$ cat config.mk
export PLATFORM = sky130hd
export DESIGN_NAME = fetch_unit
export DESIGN_NICKNAME = d
export VERILOG_FILES = /design/src/rtl/fetch_pkg.sv /design/src/rtl/fetch_fifo.sv /design/src/rtl/fetch_unit.sv
export SDC_FILE = /design/constraint.sdc
export NUM_CORES = 1
export LEC_CHECK = 0
export BUFFER_PORTS_ARGS = -buffer_cell sky130_fd_sc_hd__buf_2
export CAP_MARGIN = 30
export CORE_MARGIN = 3
export CORE_UTILIZATION = 45
export DETAILED_ROUTE_END_ITERATION = 16
export HOLD_SLACK_MARGIN = 0.08
export PLACE_DENSITY_LB_ADDON = 0.12
export SYNTH_ARGS = -nofsm -noshare
export SYNTH_HDL_FRONTEND = slang
export SYNTH_SLANG_ARGS = --single-unit
$ cat constraint.sdc
create_clock -name clk -period 4.9 [get_ports clk]
set_input_delay 0.98 -clock clk [delete_from_list [all_inputs] [get_ports clk]]
set_output_delay 0.98 -clock clk [all_outputs]
set_load 0.005 [all_outputs]
$ cat src/rtl/fetch_pkg.sv
`default_nettype none
// ============================================================================
// Module   : fetch_pkg
// Purpose  : Shared types and constants for the instruction fetch stage.
// Revision : 1.0 - initial release
// ============================================================================
package fetch_pkg;

  // Fetch controller state: read outstanding or not, and whether it is kept
  typedef enum logic [1:0] {
    IDLE = 2'd0,   // no outstanding read
    BUSY = 2'd1,   // outstanding read, data will be buffered
    DROP = 2'd2    // outstanding read, data will be discarded
  } fetch_state_e;

  // Byte distance between consecutive 16-bit instructions
  localparam logic [15:0] PC_STEP = 16'd2;

  // One buffered instruction together with the address it came from
  typedef struct packed {
    logic [15:0] pc;
    logic [15:0] word;
  } instr_entry_t;

endpackage
`default_nettype wire

$ cat src/rtl/fetch_fifo.sv
`default_nettype none
// ============================================================================
// Module   : fetch_fifo
// Purpose  : Small synchronous FIFO with single-edge flush. The head entry is
//            read straight from the storage array by a registered pointer.
// Revision : 1.0 - initial release
// ============================================================================
module fetch_fifo #(
  parameter int DEPTH = 4,
  parameter int WIDTH = 32
) (
  input  logic                     clk,
  input  logic                     rst,
  input  logic                     i_push,
  input  logic                     i_pop,
  input  logic                     i_flush,
  input  logic [WIDTH-1:0]         i_wdata,
  output logic [WIDTH-1:0]         o_rdata,
  output logic                     o_full,
  output logic                     o_empty,
  output logic [$clog2(DEPTH):0]   o_count
);

  localparam int AW = $clog2(DEPTH);
  localparam int CW = AW + 1;

  logic [WIDTH-1:0] r_mem [DEPTH];
  logic [AW-1:0]    r_wptr;
  logic [AW-1:0]    r_rptr;
  logic [CW-1:0]    r_count;
  logic             w_do_pop;
  logic             w_do_push;

  assign o_empty   = (r_count == '0);
  assign o_full    = (r_count == CW'(DEPTH));
  assign o_count   = r_count;
  assign o_rdata   = r_mem[r_rptr];
  assign w_do_pop  = i_pop && !o_empty;
  // A full FIFO only accepts a push when the head leaves on the same edge
  assign w_do_push = i_push && (!o_full || w_do_pop);

  // Storage array: written at the tail, no reset needed on data
  always_ff @(posedge clk) begin
    if (w_do_push && !i_flush) begin
      r_mem[r_wptr] <= i_wdata;
    end
  end

  // Pointers and occupancy; flush empties the FIFO in one edge
  always_ff @(posedge clk) begin
    if (rst || i_flush) begin
      r_wptr  <= '0;
      r_rptr  <= '0;
      r_count <= '0;
    end else begin
      if (w_do_push) r_wptr <= r_wptr + AW'(1);
      if (w_do_pop)  r_rptr <= r_rptr + AW'(1);
      case ({w_do_push, w_do_pop})
        2'b10:   r_count <= r_count + CW'(1);
        2'b01:   r_count <= r_count - CW'(1);
        default: r_count <= r_count;
      endcase
    end
  end

endmodule
`default_nettype wire

$ cat src/rtl/fetch_unit.sv
`default_nettype none
// ============================================================================
// Module   : fetch_unit
// Purpose  : Instruction fetch stage. Issues reads to a variable-latency
//            instruction memory, buffers returned words with their PC and
//            hands them to the datapath over valid/ready. A redirect flushes
//            the buffer and discards any read already in flight.
// Revision : 1.0 - initial release
// ============================================================================
module fetch_unit
  import fetch_pkg::*;
#(
  parameter int          DEPTH    = 4,
  parameter logic [15:0] RESET_PC = 16'h0000
) (
  input  logic        clk,
  input  logic        rst,
  output logic        mem_req,
  output logic [15:0] mem_addr,
  input  logic        mem_ack,
  input  logic [15:0] mem_rdata,
  input  logic        redirect_valid,
  input  logic [15:0] redirect_pc,
  output logic        instr_valid,
  output logic [15:0] instr,
  output logic [15:0] instr_pc,
  input  logic        instr_ready
);

  localparam int CW = $clog2(DEPTH) + 1;

  fetch_state_e  r_state;
  logic          r_mem_req;
  logic [15:0]   r_mem_addr;
  logic [15:0]   r_fetch_pc;

  logic [15:0]   w_redir_pc;
  logic [15:0]   w_pc_inc;
  logic          w_push;
  logic          w_pop;
  logic          w_flush;
  logic          w_space;
  logic          w_full;
  logic          w_empty;
  logic [CW-1:0] w_count;
  logic [CW-1:0] w_count_next;
  instr_entry_t  w_wentry;
  instr_entry_t  w_head;

  assign w_redir_pc = {redirect_pc[15:1], 1'b0};
  assign w_pc_inc   = r_fetch_pc + PC_STEP;
  assign w_flush    = redirect_valid;
  // Only a kept read pushes; a same-cycle redirect discards the ack data
  assign w_push     = (r_state == BUSY) && mem_ack && !redirect_valid && (!w_full || w_pop);
  // Redirect wins over consumption: the head is not counted as taken
  assign w_pop      = !w_empty && instr_ready && !redirect_valid;
  assign w_wentry   = '{pc: r_fetch_pc, word: mem_rdata};

  // Occupancy after this edge's flush/push/pop, used to decide if a new read fits
  always_comb begin
    w_count_next = w_count;
    if (w_flush) begin
      w_count_next = '0;
    end else if (w_push && !w_pop) begin
      w_count_next = w_count + CW'(1);
    end else if (!w_push && w_pop) begin
      w_count_next = w_count - CW'(1);
    end
  end

  assign w_space = (w_count_next < CW'(DEPTH));

  // Fetch controller: request issue, PC sequencing and in-flight discard
  always_ff @(posedge clk) begin
    if (rst) begin
      r_state    <= IDLE;
      r_mem_req  <= 1'b0;
      r_mem_addr <= RESET_PC;
      r_fetch_pc <= RESET_PC;
    end else begin
      case (r_state)
        IDLE: begin
          if (redirect_valid) begin
            r_fetch_pc <= w_redir_pc;
            r_mem_addr <= w_redir_pc;
            r_mem_req  <= 1'b1;
            r_state    <= BUSY;
          end else if (w_space) begin
            r_mem_addr <= r_fetch_pc;
            r_mem_req  <= 1'b1;
            r_state    <= BUSY;
          end
        end
        BUSY: begin
          if (mem_ack && redirect_valid) begin
            r_fetch_pc <= w_redir_pc;
            r_mem_addr <= w_redir_pc;
          end else if (mem_ack) begin
            r_fetch_pc <= w_pc_inc;
            if (w_space) begin
              r_mem_addr <= w_pc_inc;
            end else begin
              r_mem_req <= 1'b0;
              r_state   <= IDLE;
            end
          end else if (redirect_valid) begin
            // The read cannot be withdrawn; wait out its ack and drop it
            r_fetch_pc <= w_redir_pc;
            r_state    <= DROP;
          end
        end
        DROP: begin
          if (mem_ack) begin
            r_state <= BUSY;
            if (redirect_valid) begin
              r_fetch_pc <= w_redir_pc;
              r_mem_addr <= w_redir_pc;
            end else begin
              r_mem_addr <= r_fetch_pc;
            end
          end else if (redirect_valid) begin
            r_fetch_pc <= w_redir_pc;
          end
        end
        default: begin
          r_mem_req <= 1'b0;
          r_state   <= IDLE;
        end
      endcase
    end
  end

  fetch_fifo #(
    .DEPTH (DEPTH),
    .WIDTH ($bits(instr_entry_t))
  ) u_fifo (
    .clk     (clk),
    .rst     (rst),
    .i_push  (w_push),
    .i_pop   (w_pop),
    .i_flush (w_flush),
    .i_wdata (w_wentry),
    .o_rdata (w_head),
    .o_full  (w_full),
    .o_empty (w_empty),
    .o_count (w_count)
  );

  assign mem_req     = r_mem_req;
  assign mem_addr    = r_mem_addr;
  assign instr_valid = !w_empty;
  assign instr       = w_head.word;
  assign instr_pc    = w_head.pc;

endmodule
`default_nettype wire

==> results of run 1 <==
## cell type report
class | count | area (um2)
inverters | 12 | 45.0
multi-input cells | 324 | 2630
repair buffers | 98 | 523
flip-flops and latches | 172 | 4730
well taps | 216 | 270
clock buffers | 18 | 429
clock inverters | 13 | 174
fillers | 1380 | 7430
## sequential cells by signal, summed over array words and instances, names as in the netlist, named ones only
signal,count
u_fifo.r_mem,128
mem_addr,16
r_fetch_pc,16
u_fifo.o_count,3
r_state,2
u_fifo.r_rptr,2
u_fifo.r_wptr,2
mem_req,1
## per-stage QoR
stage	total power [mW]	instance area, um2	hold WS (ns)
after floorplan	1.82	7610	0.455
after global placement	1.90	8190	0.445
after detailed placement	1.90	8200	0.455
after CTS	3.28	8800	0.475
after global routing	3.36	8800	0.487
final	3.24	8800	0.468
## cell families after synthesis
family,Yosys count,synth area share
adder cells (fa/ha/maj),9,0.0148
multiplexers,37,0.103
buffers and inverters,56,0.0332
flip-flops,172,0.621
AND/OR/NAND/NOR,143,0.0945
AO/OA/AOI/OAI,121,0.118
XOR/XNOR,14,0.0161
## worst max-delay path, cell delays in order, from the launching register on
cell	delay, ns
dfxtp_2	0.80
buf_4	0.41
mux4_2	0.55
buf_2	0.14
## metal layers
layer  wire length [um]  vias up
li1                   -     2304
met1               7370     2440
met2               7780      171
met3                908       27
met4                326        0
met5                  0        -
## power breakdown
part	switching, mW	internal (mW)	leakage (nW)
sequential	0.0428	1.60	1.53
clock	0.521	0.846	0.299
combinational	0.131	0.103	1.30
## cells in the final DEF (no fill, tap or decap), types with 13 or more instances in the layout
master,instances
nand2b_1,15
o21ai_0,13
nand3_1,13
clkbuf_16,17
a21oi_1,24
mux4_2,32
dfxtp_1,43
buf_4,13
edfxtp_1,128
nor2_1,43
nand2_1,25
buf_2,85
## worst max path at each step
stage | from | endpoint | slack, ns
global placement | mem_ack | mem_addr[9] | 1.69
finish | flip-flop | instr[7] | 1.59
floorplan | mem_ack | u_fifo.r_mem[0][0] | 1.71
detailed placement | mem_ack | mem_addr[9] | 1.65
global route | flip-flop | instr[3] | 1.37
CTS | flip-flop | instr[8] | 1.47
==> out/metrics.yaml, run 1 <==
status: "finished, final reports clean"
yosys-top-cells-count: "edfxtp_1, dfxtp_1, nor2_1, mux4_2, nand2_1"
post-place-ws_ns: 1.65
htree_levels: 4
fin_nets: 671
power_per_cell_area_nw_per_um2: 369
use_met2: 0.296
cellLeakagePower_nw: 3.13
numCtsBuffers: 17
initial_utilization: 0.469
reg2reg_depth: 6
clock_sinks: 172
die_y_um: 136
clk_latency_ns: 0.41
cts_max_path_buffers: 2
vias: 4942
setup_viol_count_final: 0
ir_drop_mv: 0.237
globalRouteTotalUtil: 0.183
arrival_ns: 2.33
row_count: 46
tns_ns: 0
drive_gt1_frac: 0.265
cts_tree: "built"
synthArstFlopShare: 0
antenna_found_initial: 0
synth_area_leader_cell: "edfxtp_1"
reg2reg_to: "r_fetch_pc[14]"
hold_class: "flip-flop to flip-flop"
r2r_slack_ns: 2.40
period_share: 0.675
ant_nets: 0
fin_util: 0.542
viasPerCell: 5.79
n_antenna_cell: 0
hpwl_um: 10300
netlist_area_um2: 7610
crit_required_ns: 3.92
yosys-top-cells-area: "edfxtp_1, dfxtp_1, mux4_2"
yosysMostFrequentCell: "edfxtp_1"
rsz0062_at_grt: "no"
min_from: "mem_addr[12]"
ys_ff_latch: 172
endpoint_kind: "primary output"
cts-resized-gates: 0
ctsHoldBuffers: 0
synth_top_area_frac: 0.505
root_buffer: "clkbuf_16"
synth_warnings: 0
cts.clk_slew.worst_paths_ns: 0.06
grt_max_degree: 47
busiest_layer: "met2"
rr_startpoint: "r_fetch_pc[3]"
avgRoutedWirePerCell_um: 19.2
max_freq_ghz: 0.302
hold_end: "mem_addr[12]"
area_growth_pct: 15.6
hold_depth: 1
synthCells: 552
port_buffers: 85
synth_area_per_cell_um2: 13.8
crit_fanout: 20
first_pass_iters: 5
synth_cell_types: 61
ys.flop_type: "edfxtp_1"
use_met3: 0.0444
die_x_um: 136
worst_slew_pin_slew_ns: 0.743
grt_overflow: 0
layout_setup_ws_ns: 1.59
finalMaxSlewViolations: 0
drv_cap: 0
grt_pass1_wl_um: 26200
coreArea_um2: 16200
syn_nets: 598
grtUsageMet1: 0.243
critPathKind: "flip-flop to primary output"
ioPinCount: 87
die_area_um2: 18500
synth_edf_count: 128
fin_skew_ns: 0.00921
placedCellCount: 822
layout.cells.non_filler: 853
cts_setup_buffers: 0
period_minus_slack_ns: 3.31
yosysSeqAreaShare: 0.621
relSlewSlack: 0.505
finalHoldViolations: 0
worst_setup_path_start_kind: "flip-flop"
gp_congestion: 0.835
drc: 0
routed_wl_um: 16400
grt_pass1_vias: 5011
drtIter0Drc: 359
(Power assumes the default switching activity.)
==> run 2: changes to the inputs <==
--- a/config.mk
+++ b/config.mk
@@ -5,6 +5,7 @@
 export SDC_FILE = /design/constraint.sdc
 export NUM_CORES = 1
 export LEC_CHECK = 0
+export ABC_AREA = 1
 export BUFFER_PORTS_ARGS = -buffer_cell sky130_fd_sc_hd__buf_2
 export CAP_MARGIN = 30
 export CORE_MARGIN = 3
==> constraint.sdc (replaced) <==
create_clock -name clk -period 3.29 [get_ports clk]
set_input_delay 0.658 -clock clk [delete_from_list [all_inputs] [get_ports clk]]
set_output_delay 0.658 -clock clk [all_outputs]
set_load 0.005 [all_outputs]
==> out/metrics.yaml, run 2 <==
status: "finished, final reports clean"
total_power_mw: 5.30  # +63%
htree_levels: 4  # unchanged
area_growth_pct: 17.0
fin_nets: 894  # +33%
die_y_um: 136  # +0.25%
hpwl_um: 12100  # +18%
final_common_cell: "nand2_1"
synth_top_area_frac: 0.502  # -0.00264
fillers: 1520  # +10%
critPathKind: "flip-flop to primary output"
ctsHoldBuffers: 0  # unchanged
netlist_area_um2: 7650  # +0.53%
ioPinCount: 87  # unchanged
synth_cell_types: 42  # -31%
clk_latency_ns: 0.42  # about the same
row_count: 47  # +2.2%
endpoint_kind: "primary output"
cellLeakagePower_nw: 3.42  # +9.5%
seq_area_um2: 4730  # unchanged
max_freq_ghz: 0.379
ant_nets: 0  # unchanged
relSlewSlack: 0.510  # +0.00580
layout.cells.non_filler: 1081  # +27%
grt_pass1_wl_um: 28700  # +9.7%
synth_edf_count: 128  # unchanged
drtIter0Drc: 444  # +24%
setup_viol_count_final: 0  # unchanged
numCtsBuffers: 17  # unchanged
drive_gt1_frac: 0.180  # -0.0853
crit_fanout: 28  # +40%
port_buffers: 85  # unchanged
cts.clk_slew.worst_paths_ns: 0.07  # about the same
syn_nets: 812  # +36%
routed_wl_um: 18400  # +13%
fin_util: 0.540  # -0.00263
die_area_um2: 18600  # +0.51%
period_share: 0.802
post-place-ws_ns: 0.703  # -0.942 ns
hold_class: "primary input to flip-flop"
period_minus_slack_ns: 2.64
drc: 0  # unchanged
coreArea_um2: 16600  # +2.2%
ys_ff_latch: 172  # unchanged
multiInputGateArea_um2: 2580  # -2.2%
yosysSeqAreaShare: 0.617  # -0.00325
avgRoutedWirePerCell_um: 17.1  # -11%
rsz0062_at_grt: "no"
drv_cap: 0  # unchanged
synth-compound-area-share: 0.138  # +0.0202
final_area_um2: 8950  # +1.7%
tns_ns: 0  # unchanged
initial_utilization: 0.461  # -0.00756
clock_sinks: 172  # unchanged
finalHoldViolations: 0  # unchanged
ys.flop_type: "edfxtp_1"
crit_required_ns: 2.63  # -1.29 ns
synth_warnings: 0  # unchanged
layout_setup_ws_ns: 0.651  # -0.942 ns
grt_pass1_vias: 5618  # +12%
synth_area_leader_cell: "edfxtp_1"
root_buffer: "clkbuf_16"
yosysMostFrequentCell: "nand2_1"
synth-simple-area-share: 0.167  # +0.0721
yosys-top-cells-area: "edfxtp_1, dfxtp_1, nand2_1"
gp_congestion: 0.884  # +5.9%
cts-resized-gates: 0  # unchanged
yosys-top-cells-count: "nand2_1, edfxtp_1, nor2_1, o21ai_0, inv_1"
worst_setup_path_start_kind: "flip-flop"
mostFrequentLayoutCells: "nand2_1, edfxtp_1, nor2_1, o21ai_0, buf_2"
grt_max_degree: 43  # -8.5%
grt_overflow: 0  # unchanged
hold_slack_ns: 0.444  # -0.0236 ns
globalRouteTotalUtil: 0.199  # +0.0161
die_x_um: 136  # +0.25%
synthMuxAreaShare: 0  # -0.103
placed_area_um2: 8340  # +1.8%
cts_tree: "built"
cts_setup_buffers: 0  # unchanged
n_antenna_cell: 0  # unchanged
antenna_found_initial: 0  # unchanged
vias: 5931  # +20%
fin_skew_ns: 0.00704  # -0.00217 ns
synthArstFlopShare: 0  # unchanged
finalMaxSlewViolations: 0  # unchanged
cts_max_path_buffers: 2  # unchanged
largest_reg_flops: 128  # unchanged
arrival_ns: 1.98  # -0.35 ns
synthCells: 766  # +39%
synth-xor-area-share: 0.0137  # -0.00237
synthAdderAreaFrac: 0.0147  # -0.0000774
first_pass_iters: 4  # -1
synth_area_per_cell_um2: 9.99  # -28%
ir_drop_mv: 0.386  # +63%
power_per_cell_area_nw_per_um2: 592  # +61%
worst_slew_pin_slew_ns: 0.733  # -0.00950 ns
viasPerCell: 5.49  # -5.3%
regMostFlops: "u_fifo.r_mem"
placedCellCount: 1049  # +28%
synth_top_family_by_area: "simple AND/OR/NAND/NOR gates"
run 2: worst max-delay path, cell delays in order, from the launching register on:
cell      delay [ns]
dfxtp_2         0.63
clkinv_1        0.17
buf_4           0.26
o21ai_0         0.22
o22ai_1         0.12
buf_2           0.14
run 2: cell type report:
class	instances	share of cell area
clock buffers	18	0.0480
clock inverters	14	0.0197
inverters	53	0.0224
multi-input cells	502	0.288
flip-flops and latches	172	0.528
well taps	220	0.0308
repair buffers	102	0.0632
run 2: cells by family (layout without fill, tap and decap cells):
kind of cell    Yosys count  count (layout)
xor+xnor                 12              12
buf+inv                  92             187
simple gates            296             296
flops                   172             172
compound gates          185             185
fa+ha+maj                 9               9
run 2: final timing paths:
| path | startpoint | cells after the start | slack [ns] | endpoint |
|---|---|---|---|---|
| setup / recovery | flip-flop | 5 | 0.65 | instr_pc[15] |
| hold / removal | mem_rdata[8] | 1 | 0.44 | u_fifo.r_mem[3][8] |
| setup reg to reg | r_state[0] | 5 | 1.04 | u_fifo.r_mem[1][20] |
| hold reg to reg | mem_addr[7] | 2 | 0.47 | mem_addr[7] |
run 2: report_power, final:
| part | switching [mW] | internal [mW] |
|---|---|---|
| clock network | 0.883 | 1.15 |
| registers | 0.105 | 2.46 |
| logic | 0.450 | 0.248 |
| total | 1.44 | 3.86 |
run 2: layer usage:
| metal | track usage | vias to the layer above | share of wire |
|---|---|---|---|
| met5 | 0 | - | 0 |
| met4 | 0.0817 | 0 | 0.024 |
| met3 | 0.0407 | 34 | 0.047 |
| met2 | 0.334 | 166 | 0.49 |
| met1 | 0.252 | 2876 | 0.44 |
| li1 | - | 2855 | - |
==> run 3: changes to the inputs <==
==> constraint.sdc (replaced) <==
create_clock -name clk -period 2.1 [get_ports clk]
set_input_delay 0.42 -clock clk [delete_from_list [all_inputs] [get_ports clk]]
set_output_delay 0.42 -clock clk [all_outputs]
set_load 0.005 [all_outputs]
==> out/metrics.yaml, run 3 (synthesis gave the netlist of run 2 again) <==
status: "finished, final reports clean"
crit_required_ns: 1.68  # -0.95 ns
cts_tree: "built"
reg2reg_depth: 8  # +3
period_share: 0.963
antenna_found_initial: 0  # unchanged
regMostFlops: "u_fifo.r_mem"
fin_skew_ns: 0.00941  # +0.00236 ns
cellLeakagePower_nw: 3.57  # +4.3%
multiInputGateArea_um2: 2580  # unchanged
drive_gt1_frac: 0.202  # +0.0218
hold_class: "primary input to flip-flop"
power_per_cell_area_nw_per_um2: 891  # +50%
max_freq_ghz: 0.495
largest_reg_flops: 128  # unchanged
ir_drop_mv: 0.515  # +33%
worst_setup_path_start_kind: "flip-flop"
finalHoldViolations: 0  # unchanged
seq_area_um2: 4730  # about the same
cts_max_path_buffers: 2  # unchanged
finalMaxSlewViolations: 0  # unchanged
crit_fanout: 32  # +14%
gp_congestion: 0.880  # -0.50%
row_count: 47  # unchanged
fin_nets: 915  # +2.3%
final_area_um2: 9270  # +3.6%
first_pass_iters: 5  # +1
numCtsBuffers: 17  # unchanged
drv_cap: 0  # unchanged
area_growth_pct: 21.2
htree_levels: 4  # unchanged
post-place-ws_ns: 0.174  # -0.529 ns
arrival_ns: 1.60  # -0.38 ns
critPathKind: "flip-flop to primary output"
mostFrequentLayoutCells: "nand2_1, edfxtp_1, nor2_1, o21ai_0, buf_2"
ant_nets: 0  # unchanged
period_minus_slack_ns: 2.02
n_antenna_cell: 0  # unchanged
globalRouteTotalUtil: 0.212  # +0.0128
rsz0062_at_grt: "yes"
drtIter0Drc: 440  # -0.90%
grt_max_degree: 41  # -4.7%
rr_startpoint: "r_fetch_pc[7]"
clock_sinks: 172  # unchanged
layout_setup_ws_ns: 0.0779  # -0.573 ns
die_y_um: 136  # unchanged
drc: 0  # unchanged
grt_pass1_wl_um: 30000  # +4.6%
setup_viol_count_final: 0  # unchanged
die_area_um2: 18600  # unchanged
worst_slew_pin_slew_ns: 0.517  # -0.217 ns
clk_latency_ns: 0.42  # about the same
viasPerCell: 5.46  # -0.43%
ioPinCount: 87  # unchanged
coreArea_um2: 16600  # unchanged
initial_utilization: 0.461  # unchanged
endpoint_kind: "primary output"
grt_pass1_vias: 5944  # +5.8%
avgRoutedWirePerCell_um: 17.6  # +3.0%
routed_wl_um: 19400  # +5.0%
vias: 6020  # +1.5%
hold_depth: 1  # unchanged
port_buffers: 85  # unchanged
min_from: "mem_rdata[7]"
final_common_cell: "nand2_1"
ctsHoldBuffers: 0  # unchanged
root_buffer: "clkbuf_16"
grt_overflow: 0  # unchanged
placed_area_um2: 8640  # +3.5%
die_x_um: 136  # unchanged
hpwl_um: 12700  # +5.0%
cts.clk_slew.worst_paths_ns: 0.06  # about the same
relSlewSlack: 0.655  # +0.145
fillers: 1467  # -3.5%
-- run 3: cell types whose count changed in the layout (fill, tap and decap cells not counted) --
cell        delta
buf_12        +13
buf_4          +7
clkinv_2       +4
clkinvlp_4     +3
inv_6          -3
o21ai_0        -3
o21ai_1        +3
bufbuf_16      +1
clkinv_4       -1
clkinv_8       -1
dfxtp_1        -1
dfxtp_4        +1
inv_1          -1
inv_8          -1
-- run 3: worst max-delay path: stages (launching register included) --
cell	delay [ns]
dfxtp_4	0.40
bufbuf_16	0.35
nor2_1	0.07
o22ai_1	0.20
buf_2	0.16
-- run 3: power by group --
part           leakage [nW]  switching [mW]  total [mW]  internal [mW]
sequential             1.54           0.118        3.97           3.85
combinational          1.75           0.774        1.24          0.463
clock                 0.276            1.30        3.05           1.76
-- run 3: path summary, 6_finish.rpt --
check | slack (ns) | endpoint
setup / recovery | 0.08 | instr_pc[11]
hold / removal | 0.22 | u_fifo.r_mem[3][7]
setup reg to reg | 0.22 | mem_addr[12]
hold reg to reg | 0.47 | mem_addr[9]
-- run 3: area by class of cell --
type | count | area share
clock inverter | 14 | 0.0155
clock buffer | 18 | 0.0463
sequential | 172 | 0.510
inverter | 53 | 0.0225
tap | 220 | 0.0297
multi-input combinational | 502 | 0.278
timing repair buffer | 123 | 0.0982
-- run 3: per-layer routing --
metal / vias up / global-route usage / share of wire
met5: - / 0 / 0
met2: 189 / 0.360 / 0.49
met3: 42 / 0.0389 / 0.052
li1: 2897 / - / -
met4: 0 / 0.0941 / 0.028
met1: 2892 / 0.264 / 0.43
-- run 3: stage by stage --
step / hold slack [ns] / TNS [ns] / utilization / power, mW / std cells
floorplan: 0.450 / -12.73 / - / 4.77 / 766
global placement: 0.459 / 0 / 0.521 / 5.24 / 1068
detailed placement: 0.459 / 0 / 0.521 / 5.28 / 1068
CTS: 0.198 / 0 / 0.559 / 8.31 / 1102
global route: 0.209 / -0.00617 / 0.559 / 8.61 / 1102
finish: 0.217 / 0 / 0.559 / 8.26 / 1102
-- run 3: timing repair --
| item | CTS | global route |
|---|---|---|
| buffers inserted | 1 | 0 |
| pin swaps | 0 | 0 |
| hold endpoints to repair | 0 | 0 |
| gates cloned | 1 | 0 |
| endpoints found under the setup margin | 29 | 4 |
| gates resized for setup | 8 | 3 |
